`src/rtl/pipe_hazard_ctrl.sv`:
```
// Pipeline hazard controller: operand forwarding selects, load-use / branch-operand /
// multi-cycle-unit stalls, and control-transfer flush handling for a classic 5-stage pipe.
module pipe_hazard_ctrl #(
  parameter int unsigned RW         = 5,
  parameter int unsigned MDU_LAT    = 4,
  parameter int unsigned BR_MODE    = 0,
  parameter int unsigned BR_PENALTY = 2
) (
  input  logic          clk,
  input  logic          rst,
  input  logic          id_valid,
  input  logic          id_use_rs,
  input  logic          id_use_rt,
  input  logic          id_wreg,
  input  logic          id_load,
  input  logic          id_mdu,
  input  logic          id_ctrl,
  input  logic          id_taken,
  input  logic [RW-1:0] id_rs,
  input  logic [RW-1:0] id_rt,
  input  logic [RW-1:0] id_wdst,
  output logic          pc_stall,
  output logic          ifid_stall,
  output logic          ifid_flush,
  output logic          idex_bubble,
  output logic [1:0]    fwd_a,
  output logic [1:0]    fwd_b,
  output logic          mdu_busy
);

  logic          ex_valid, ex_wreg, ex_load;
  logic [RW-1:0] ex_dst;
  logic          mem_valid, mem_wreg, mem_load;
  logic [RW-1:0] mem_dst;
  logic [3:0]    mdu_cnt;
  logic [RW-1:0] mdu_dst;
  logic [1:0]    shadow_cnt;

  logic shadow_act, id_live, hazard, accept;
  logic ex_hit_a, ex_hit_b, mem_hit_a, mem_hit_b;
  logic hz_load, hz_br, hz_mdu, br_flush_now;

  function automatic logic [1:0] fwd_sel(input logic ex_hit, input logic mem_hit,
                                         input logic ex_ld, input logic mem_ld);
    if (ex_hit && !ex_ld)   return 2'b01;
    else if (mem_hit && mem_ld) return 2'b11;
    else if (mem_hit)       return 2'b10;
    else                    return 2'b00;
  endfunction

  assign shadow_act = (shadow_cnt != '0);
  assign mdu_busy   = (mdu_cnt != '0);

  always_comb begin
    ex_hit_a  = id_use_rs & (id_rs != '0) & ex_valid  & ex_wreg  & (ex_dst  == id_rs);
    ex_hit_b  = id_use_rt & (id_rt != '0) & ex_valid  & ex_wreg  & (ex_dst  == id_rt);
    mem_hit_a = id_use_rs & (id_rs != '0) & mem_valid & mem_wreg & (mem_dst == id_rs);
    mem_hit_b = id_use_rt & (id_rt != '0) & mem_valid & mem_wreg & (mem_dst == id_rt);

    hz_load = (ex_hit_a | ex_hit_b) & ex_load;
    hz_br   = id_ctrl & (ex_hit_a | ex_hit_b);
    hz_mdu  = mdu_busy & (id_mdu |
              ((mdu_dst != '0) & ((id_use_rs & (id_rs == mdu_dst)) |
                                  (id_use_rt & (id_rt == mdu_dst)))));

    // While the branch shadow runs, the ID slot holds a wrong-path fetch and is ignored
    id_live = id_valid & ~shadow_act;
    hazard  = id_live & (hz_load | hz_br | hz_mdu);
    accept  = id_live & ~hazard;

    br_flush_now = accept & id_ctrl & ((BR_MODE == 0) | id_taken);

    pc_stall    = hazard | shadow_act;
    ifid_stall  = hazard;
    ifid_flush  = br_flush_now | shadow_act;
    idex_bubble = hazard | shadow_act;

    fwd_a = id_live ? fwd_sel(ex_hit_a, mem_hit_a, ex_load, mem_load) : 2'b00;
    fwd_b = id_live ? fwd_sel(ex_hit_b, mem_hit_b, ex_load, mem_load) : 2'b00;
  end

  always_ff @(posedge clk) begin
    if (rst) begin
      ex_valid   <= 1'b0;
      ex_wreg    <= 1'b0;
      ex_load    <= 1'b0;
      ex_dst     <= '0;
      mem_valid  <= 1'b0;
      mem_wreg   <= 1'b0;
      mem_load   <= 1'b0;
      mem_dst    <= '0;
      mdu_cnt    <= '0;
      mdu_dst    <= '0;
      shadow_cnt <= '0;
    end else begin
      ex_valid  <= id_valid & ~idex_bubble;
      ex_wreg   <= id_wreg & ~id_mdu;
      ex_load   <= id_load;
      ex_dst    <= id_wdst;
      mem_valid <= ex_valid;
      mem_wreg  <= ex_wreg;
      mem_load  <= ex_load;
      mem_dst   <= ex_dst;

      if (accept && id_mdu) begin
        mdu_cnt <= 4'(MDU_LAT);
        mdu_dst <= id_wdst;
      end else if (mdu_busy) begin
        mdu_cnt <= mdu_cnt - 4'd1;
      end

      // Cycle t flushes combinationally; the counter covers t+1 .. t+BR_PENALTY-1
      if ((BR_MODE == 0) && accept && id_ctrl)
        shadow_cnt <= 2'(BR_PENALTY - 1);
      else if (shadow_act)
        shadow_cnt <= shadow_cnt - 2'd1;
    end
  end

endmodule

```
`config.mk`:
```
export PLATFORM = sky130hd
export DESIGN_NAME = pipe_hazard_ctrl
export DESIGN_NICKNAME = d
export VERILOG_FILES = /design/src/rtl/pipe_hazard_ctrl.sv
export SDC_FILE = /design/constraint.sdc
export NUM_CORES = 1
export LEC_CHECK = 0
export CAP_MARGIN = 40
export CORE_MARGIN = 2
export CORE_UTILIZATION = 54
export DETAILED_ROUTE_END_ITERATION = 6
export DONT_BUFFER_PORTS = 1
export PLACE_DENSITY = 0.69
export SKIP_LAST_GASP = 1
export SYNTH_ARGS = -nofsm -noshare
export SYNTH_HDL_FRONTEND = slang
export SYNTH_SLANG_ARGS = --single-unit
export TNS_END_PERCENT = 20
```
`constraint.sdc`:
```
create_clock -name clk -period 2.3 [get_ports clk]
set_input_delay 0.345 -clock clk [delete_from_list [all_inputs] [get_ports clk]]
set_output_delay 0.345 -clock clk [all_outputs]
set_load 0.02 [all_outputs]
```
# Word-level counts from Yosys, hierarchy flattened
# Index checks and enable logic that the tools add are counted.
dict set report word_totals {
  ff_bits 27
  latchBits 0
  ramBits 0
  mem_bits_ro 0
  inputBits 25
  output_inout_bits 9
  elab_cells 86
  memories 0
}
dict set report classes {
  add_sub_neg 2
  n_mul 0
  div 0
  order_cmp 0
  n_eq_ne 6
  shift 0
  n_mux 12
  n_bitwise 37
  n_reduce_logical 16
}
# operator count
set op_table {}
lappend op_table {{5-bit equality test} 6}
lappend op_table {{1-bit bitwise AND} 26}
lappend op_table {{2-bit two-way mux} 8}
lappend op_table {{5-bit nonzero test} 3}
lappend op_table {{1-bit bitwise OR} 7}
lappend op_table {{1-bit logical AND} 6}
lappend op_table {{3-bit two-way mux} 2}
lappend op_table {{2-bit nonzero test} 3}
lappend op_table {{1-bit NOT} 4}
lappend op_table {{4-bit nonzero test} 1}
lappend op_table {{2-bit OR reduction} 2}
lappend op_table {{4-bit by 1-bit subtractor with 4-bit output, second input constant} 1}
lappend op_table {{1-bit two-way mux} 2}
lappend op_table {{2-bit by 1-bit subtractor with 2-bit output, second input constant} 1}
lappend op_table {{1-bit zero test} 1}

# Longest topological paths before layout
# Gate-level depths: netlist (run 1).
dict set report depth {
  word_depth 14
  mapped_depth 9
  mapped_depth_nobuf 8
}

# Worst setup path after synthesis (run 1)
# OpenSTA, ideal clock, no wires.
dict set report synth_path {
  kind {register to output}
  startpoint {register mdu_cnt[0]}
  endpoint {output port pc_stall}
  arrival_time_ps 2161
  t_required_ps 1955
  slack_ps -206
  stages_incl_launch_ff 10
  cell_sequence {dfxtp_1 inv_1 ha_1 and2_1 inv_1 o21ai_0 o21ai_0 nor2b_1 o21ai_0 buf_4}
}
dict set report synth_via {
  elab_chain_len 5
}
# item line_no
set synth_rtl {}
lappend synth_rtl {{start, declared} 35} ;# logic [3:0] mdu_cnt;
lappend synth_rtl {{start signal, assigned} 106} ;# mdu_cnt <= 4'(MDU_LAT);
lappend synth_rtl {{start signal, assigned} 109} ;# mdu_cnt <= mdu_cnt - 4'd1;
lappend synth_rtl {{4-bit nonzero test} 52} ;# assign mdu_busy = (mdu_cnt != '0);
lappend synth_rtl {{via mdu_busy} 28} ;# output logic mdu_busy
lappend synth_rtl {{1-bit bitwise AND} 62} ;# hz_mdu = mdu_busy & (id_mdu |
lappend synth_rtl {{1-bit bitwise OR} 68} ;# hazard = id_live & (hz_load | hz_br | hz_mdu);
lappend synth_rtl {{1-bit bitwise AND} 68}
lappend synth_rtl {{1-bit bitwise OR} -}
lappend synth_rtl {{end, declared} 22} ;# output logic pc_stall,
# The timed path passes the listed nets, and every way through them passes these cells.

# Worst setup path in the final report (run 1)
dict set report layout_path {
  startpoint {register mdu_dst[3]}
  endpoint {output port ifid_flush}
}
dict set report layout_via {
  elab_chain_len 12
  elab_cells_between_ends 15
  cone_classes {eq/ne: 2; bitwise: 12; reduce/logical: 1}
}
# item line_no
set layout_rtl {}
lappend layout_rtl {{start, declared} 36} ;# logic [RW-1:0] mdu_dst;
lappend layout_rtl {{start signal, assigned} 107} ;# mdu_dst <= id_wdst;
lappend layout_rtl {{5-bit equality test (on tied branches)} {63, 64}}
lappend layout_rtl {{1-bit bitwise AND (on tied branches)} {63, 64}}
lappend layout_rtl {{1-bit bitwise OR} 63} ;# ((mdu_dst != '0) & ((id_use_rs & (id_rs == mdu_dst)) |
lappend layout_rtl {{1-bit bitwise AND (*)} 63}
lappend layout_rtl {{1-bit bitwise OR (*)} 62}
lappend layout_rtl {{1-bit bitwise AND (*)} 62}
lappend layout_rtl {{1-bit bitwise OR (*)} 68}
lappend layout_rtl {{1-bit bitwise AND (*)} 68}
lappend layout_rtl {{1-bit NOT (*)} 69} ;# accept = id_live & ~hazard;
lappend layout_rtl {{1-bit bitwise AND (*)} 69}
lappend layout_rtl {{1-bit bitwise AND (*)} 71} ;# br_flush_now = accept & id_ctrl & ((BR_MODE == 0) | id_taken);
lappend layout_rtl {{1-bit bitwise OR (*)} 75} ;# ifid_flush = br_flush_now | shadow_act;
lappend layout_rtl {{end, declared} 24} ;# output logic ifid_flush,
# Every way passes the cells marked *; elsewhere a longest branch is shown, timed or not.

==> impl_metrics.csv, run 1 <==
group,metric,value,unit
drt,drt_wl_total,3.23,mm
grt,grt_pass1_wl,5.09,mm
die,fp.coreArea,2480,um^2
place,post-place-ws,0.0166,ns
power_and_ir_drop,leakage,0.675,nW
timing,setup_violations,3,
cells_and_area,multi_input_area,940,um^2
timing,final.setup.worst_slack,-0.0394,ns
setup_path,cp_top_family,"simple AND/OR/NAND/NOR gates",
setup_path,reg2reg_setup_slack,0.38,ns
grt,grt_max_degree,28,
cells_and_area,mostFrequentLayoutCells,"19 x xnor2_1, 18 x nor2b_1, 17 x dfxtp_1, 17 x buf_4, 11 x xor2_1",
setup_path,path_cells,"or4_4 -> o21ai_2 -> o21ai_2 -> or3b_4 -> nand2_4",
setup_path,crit_path_start_kind,"flip-flop",
clocking,cts.sinks,27,
cells_and_area,nets,199,
grt,grt_usage,20.5,%
logic_synthesis,yosys_warnings,0,
timing,clock_skew,0.0170,ns
clocking,clk_latency,0.33,ns
logic_synthesis,synthArstFlopShare,0,%
clocking,clock_path_buffers,2,
die,die-width,55.2,um
hold_path,hold_class,"input port to flip-flop",
drt,drc,0,
logic_synthesis,syn-num-nets,180,
clocking,cts_made_buffers,3,
cells_and_area,fillerInstances,197,
setup_path,crit_required,1.96,ns
clocking,cts_htree_levels,1,
die,dieArea,3050,um^2
drt,drtIter0Drc,44,
logic_synthesis,syn_area_per_cell,9.26,um^2
cells_and_area,diodes,0,
place,place_inst,188,
clocking,cts_tree,"yes",
cells_and_area,drive_gt1_share,36.3,%
die,io_pins,34,
logic_synthesis,synthesis.area,1420,um^2
drt,detail-route-antenna-nets,0,
logic_synthesis,ys_seq_area_share,38.2,%
setup_path,cp-end-kind,"output pin",
cells_and_area,utilization,69.5,%
drt,via_per_inst,5.63,
timing,final_hold_viol_count,0,
timing,rsz0062_at_grt,"yes",
setup_path,path_common_cell,"o21ai_2",
die,die_h,55.2,um
run_status,violations,"negative setup slack",
drt,post_drt_wl_per_cell,16.1,um
setup_path,critPathKind,"flip-flop to output pin",
drt,dr.pass1.iters,4,
setup_path,crit_fanout,4,
place,hpwl,2.31,mm
setup_path,cp.arrival,1.99,ns
cells_and_area,final_common_cell,"xnor2_1",
timing,slew_headroom,77.7,%
logic_synthesis,syn_inst,153,
power_and_ir_drop,irDropWorstVdd,993,uV
cells_and_area,fin_cells,201,
timing,final_max_slew_viol_count,0,
place,gp_congestion,0.877,
grt,grt_pass1_vias,1076,
drt,vias,1132,
setup_path,critPathBufInv,0,
setup_path,slowest_delay,0.51,ns
cells_and_area,synthToLayoutAreaGrowth,21.6,%
setup_path,crit_slowest_cell,"or4_4",
grt,gr-total-overflow,0,
run_status,status,"complete, but fails checks",
timing,period_minus_slack,2.34,ns
power_and_ir_drop,power.total,1.58,mW
timing,finalCritPeriodShare,102,%
logic_synthesis,yosys_most_used_dff,"dfxtp_1",
place,port_buffers,0,
run,maxCapViolCount,0,
die,start_util,57.2,%
timing,tightest_slew,0.326,ns
timing,timing.setup.tns,-0.0984,ns
logic_synthesis,synth_edf_count,0,
logic_synthesis,synthDistinctLibCells,34,
cells_and_area,regArea,558,um^2
die,row_count,18,
timing,max_freq,0.427,GHz
grt,antenna_found_initial,0,
logic_synthesis,synth_seq_cells,27,
clocking,cts_root_buf,"clkbuf_4",
power_and_ir_drop,p_per_area,920,nW/um^2
clocking,cts.clk_slew.worst_paths,0.16,ns
## Yosys cell counts (all sizes together) (2+ instances only)
library cell  number  share of area (%)
nor2b             19                8.4
ha                 2                1.8
a22o               2                1.2
o21ai              5                1.8
xor2              12                7.4
dfxtp             27                 38
mux2               6                4.8
xnor2             19                 12
clkbuf             2               0.53
inv                8                2.1
nor3               5                1.8
or4                3                1.6
a21boi             2                1.1
nor2               7                1.9
nor4               4                1.8
nand3              2               0.71
nor3b              2                1.1
nand4              5                2.6
nand2              5                1.3
and2               2               0.88
a21oi              3                1.1
## worst reg2reg max path, cell delays in order (launching register included)
cell	delay (ns)
dfxtp_4	0.40
or4_4	0.51
o21ai_2	0.16
o21ai_2	0.09
or3b_4	0.40
buf_4	0.14
a31oi_1	0.14
## report_power, final
group	internal, mW	switching, mW	total, mW
logic	0.367	0.398	0.765
registers	0.549	0.0603	0.609
clock network	0.0665	0.144	0.210
total	0.982	0.603	1.58
## registers in the layout, indices dropped and copies added, names as in the netlist
| signal | flops |
|---|---|
| mem_load | 1 |
| ex_dst | 5 |
| mem_dst | 5 |
| ex_load | 1 |
| mem_valid | 1 |
| shadow_cnt | 2 |
| mem_wreg | 1 |
| mdu_cnt | 4 |
| mdu_dst | 5 |
| ex_valid | 1 |
| ex_wreg | 1 |
## per-layer routing
metal | part of all wire, % | track usage (%) | wire length, um
met5 | 0 | 0 | 0
met1 | 46 | 26.8 | 1500
met3 | 4.1 | 5.15 | 134
met2 | 49 | 33.8 | 1570
met4 | 0.77 | 5.23 | 25
## final cells by class
type / instances / share of cell area [%]
flip-flops and latches: 27 / 32.4
clock inverters: 1 / 0.436
inverters: 8 / 1.74
well taps: 30 / 2.18
clock buffers: 3 / 1.31
repair buffers: 17 / 7.41
multi-input cells: 115 / 54.5
## timing repair
action,4_1_cts,5_1_grt
gates resized for setup,12,31
setup buffers,2,7
hold buffers,0,0
pin swaps,5,16
setup endpoints to repair,8,8
## through the flow
step | hold slack, ns | instance area (um^2)
global placement | 0.419 | 1500
finish | 0.0556 | 1720
global route | 0.0330 | 1720
CTS | 0.0549 | 1580
detailed placement | 0.421 | 1500
floorplan | 0.421 | 1420
## path summary, 6_finish.rpt
kind              endpoint  depth (start not counted)       start
max reg2reg  shadow_cnt[0]                          6  mdu_dst[3]
min reg2reg      mem_valid                          1    ex_valid
min             mem_dst[0]                          1         rst
max             ifid_flush                          5  mdu_dst[3]
## kinds of logic after synthesis
logic type	Yosys count	synth area share [%]
adder cells (fa/ha/maj)	2	1.77
XOR/XNOR	31	19.2
buffers and inverters	11	3.18
multiplexers	6	4.77
flip-flops	27	38.2
AND/OR/NAND/NOR	58	24.1
AO/OA/AOI/OAI	18	8.83
Note: power is estimated with default switching activity, not from simulation.
==> run 2, diff against run 1 <==
--- a/config.mk
+++ b/config.mk
@@ -8,6 +8,7 @@
 export CAP_MARGIN = 40
 export CORE_MARGIN = 2
 export CORE_UTILIZATION = 54
+export CTS_BUF_LIST = sky130_fd_sc_hd__clkbuf_16
 export DETAILED_ROUTE_END_ITERATION = 6
 export DONT_BUFFER_PORTS = 1
 export PLACE_DENSITY = 0.69
==> impl_metrics.csv, run 2 (synthesized netlist as in run 1, its figures left out) <==
group,metric,value,unit
setup_path,worstRegToRegCells,7,
drt,drtIter0Drc,39,
grt,antenna_found_initial,0,
hold_path,hold_end,"mem_dst[0]",
place,place_inst,188,
die,io_pins,34,
die,die_h,55.2,um
timing,period_minus_slack,2.25,ns
setup_path,reg2reg_from,"ex_dst[1]",
grt,grt_pass1_wl,5.06,mm
hold_path,hold_start,"rst",
grt,grt.busiest_layer,"met2",
clocking,clk_latency,0.26,ns
cells_and_area,diodes,0,
setup_path,cp.arrival,1.91,ns
clocking,clock_path_buffers,2,
place,hpwl,2.31,mm
cells_and_area,synthToLayoutAreaGrowth,20.0,%
setup_path,reg2reg_setup_slack,0.40,ns
timing,max_freq,0.444,GHz
grt,grt_max_degree,28,
grt,gr-total-overflow,0,
setup_path,critPathKind,"flip-flop to output pin",
die,row_count,18,
timing,finalCritPeriodShare,97.9,%
run_status,status,"finished, final reports clean",
clocking,cts_root_buf,"clkbuf_16",
drt,drt_wl_total,3.14,mm
drt,via_per_inst,5.82,
run,maxCapViolCount,0,
cells_and_area,regArea,546,um^2
die,dieArea,3050,um^2
grt,grt_use_met2,32.0,%
die,start_util,57.2,%
clocking,cts_tree,"yes",
clocking,cts.clk_slew.worst_paths,0.07,ns
grt,grt_usage,20.7,%
setup_path,crit_path_start_kind,"flip-flop",
clocking,cts_made_buffers,3,
timing,final.setup.worst_slack,0.0483,ns
cells_and_area,mostFrequentLayoutCells,"23 x dfxtp_1, 19 x xnor2_1, 18 x nor2b_1",
grt,grt_use_met3,5.39,%
grt,gr-usage-met1,28.2,%
place,gp_congestion,0.877,
clocking,cts.sinks,27,
setup_path,r2r-end,"mdu_cnt[1]",
cells_and_area,drive_gt1_share,28.3,%
drt,post_drt_wl_per_cell,16.0,um
cells_and_area,fin_cells,196,
cells_and_area,utilization,68.6,%
drt,dr.pass1.iters,4,
cells_and_area,nets,194,
power_and_ir_drop,irDropWorstVdd,963,uV
timing,final_hold_viol_count,0,
place,port_buffers,0,
timing,final_max_slew_viol_count,0,
drt,detail-route-antenna-nets,0,
setup_path,cp-end-kind,"output pin",
place,post_dp_cell_area,1500,um^2
die,die-width,55.2,um
timing,slew_headroom,78.2,%
timing,whs,0.149,ns
cells_and_area,final_common_cell,"dfxtp_1",
power_and_ir_drop,p_per_area,1010,nW/um^2
clocking,ctsHoldBuffers,0,
hold_path,min_path_cells,1,
die,fp.coreArea,2480,um^2
hold_path,hold_class,"input port to flip-flop",
cells_and_area,multi_input_area,913,um^2
timing,setup_violations,0,
drt,drc,0,
drt,vias,1140,
cells_and_area,fillerInstances,198,
cells_and_area,fin_area,1700,um^2
setup_path,crit_required,1.96,ns
cells_and_area,top_regs,"ex_dst: 5 flops, mdu_dst: 5 flops, mem_dst: 5 flops",
timing,rsz0062_at_grt,"yes",
timing,clock_skew,0.00416,ns
timing,tightest_slew,0.319,ns
grt,grt_pass1_vias,1043,
setup_path,crit_fanout,4,
clocking,cts_htree_levels,1,
place,post-place-ws,0.0166,ns
power_and_ir_drop,leakage,0.667,nW
## run 2: cell count changes in the layout (fill, tap and decap cells not counted), sizes merged
cell  previous run  this run
buf             17        12
## run 2: per-stage QoR
step | power (mW) | setup TNS, ns
after floorplan | 1.06 | -0.0144
after global placement | 1.17 | 0
after detailed placement | 1.20 | 0
after CTS | 1.60 | -0.200
after global routing | 1.82 | -0.0995
final | 1.71 | 0
## run 2: worst max path at each step
stage | start | slack, ns | cells past startpoint | to
4_1_cts | ex_dst[1] | -0.06 | 7 | pc_stall
5_1_grt | shadow_cnt[0] | -0.05 | 9 | fwd_a[1]
3_3_place_gp | id_rs[0] | 0.05 | 6 | ifid_flush
6_report | mdu_dst[3] | 0.05 | 5 | ifid_flush
2_1_floorplan | shadow_cnt[0] | -0.01 | 8 | fwd_a[1]
3_5_place_dp | id_rs[0] | 0.02 | 6 | ifid_flush
## run 2: critical path, cell delays in order, from the launching register on
cell	delay, ns
dfxtp_1	0.35
or4_1	0.55
o21ai_1	0.14
o21ai_1	0.10
or3b_4	0.41
nand2_4	0.10
## run 2: cell type report
class | count | share of cell area [%]
clock inverter | 1 | 0.442
clock buffer | 3 | 4.42
multi-input combinational | 115 | 53.8
inverter | 8 | 1.77
timing repair buffer | 12 | 5.30
sequential | 27 | 32.1
tap | 30 | 2.21
## run 2: what timing repair did
item / CTS / global route
buffers inserted: 0 / 4
gates resized for setup: 4 / 26
pin swaps: 1 / 10
setup endpoints to repair: 7 / 9
## run 2: routing by layer
layer / share of wire [%] / up-vias
met4: 2.2 / 0
li1: - / 556
met2: 46 / 40
met1: 45 / 536
met5: 0 / -
met3: 6.1 / 8
## run 2: power by group
part | internal (mW) | leakage (nW) | switching (mW)
combinational | 0.329 | 0.406 | 0.384
sequential | 0.547 | 0.224 | 0.0591
clock | 0.236 | 0.0371 | 0.160
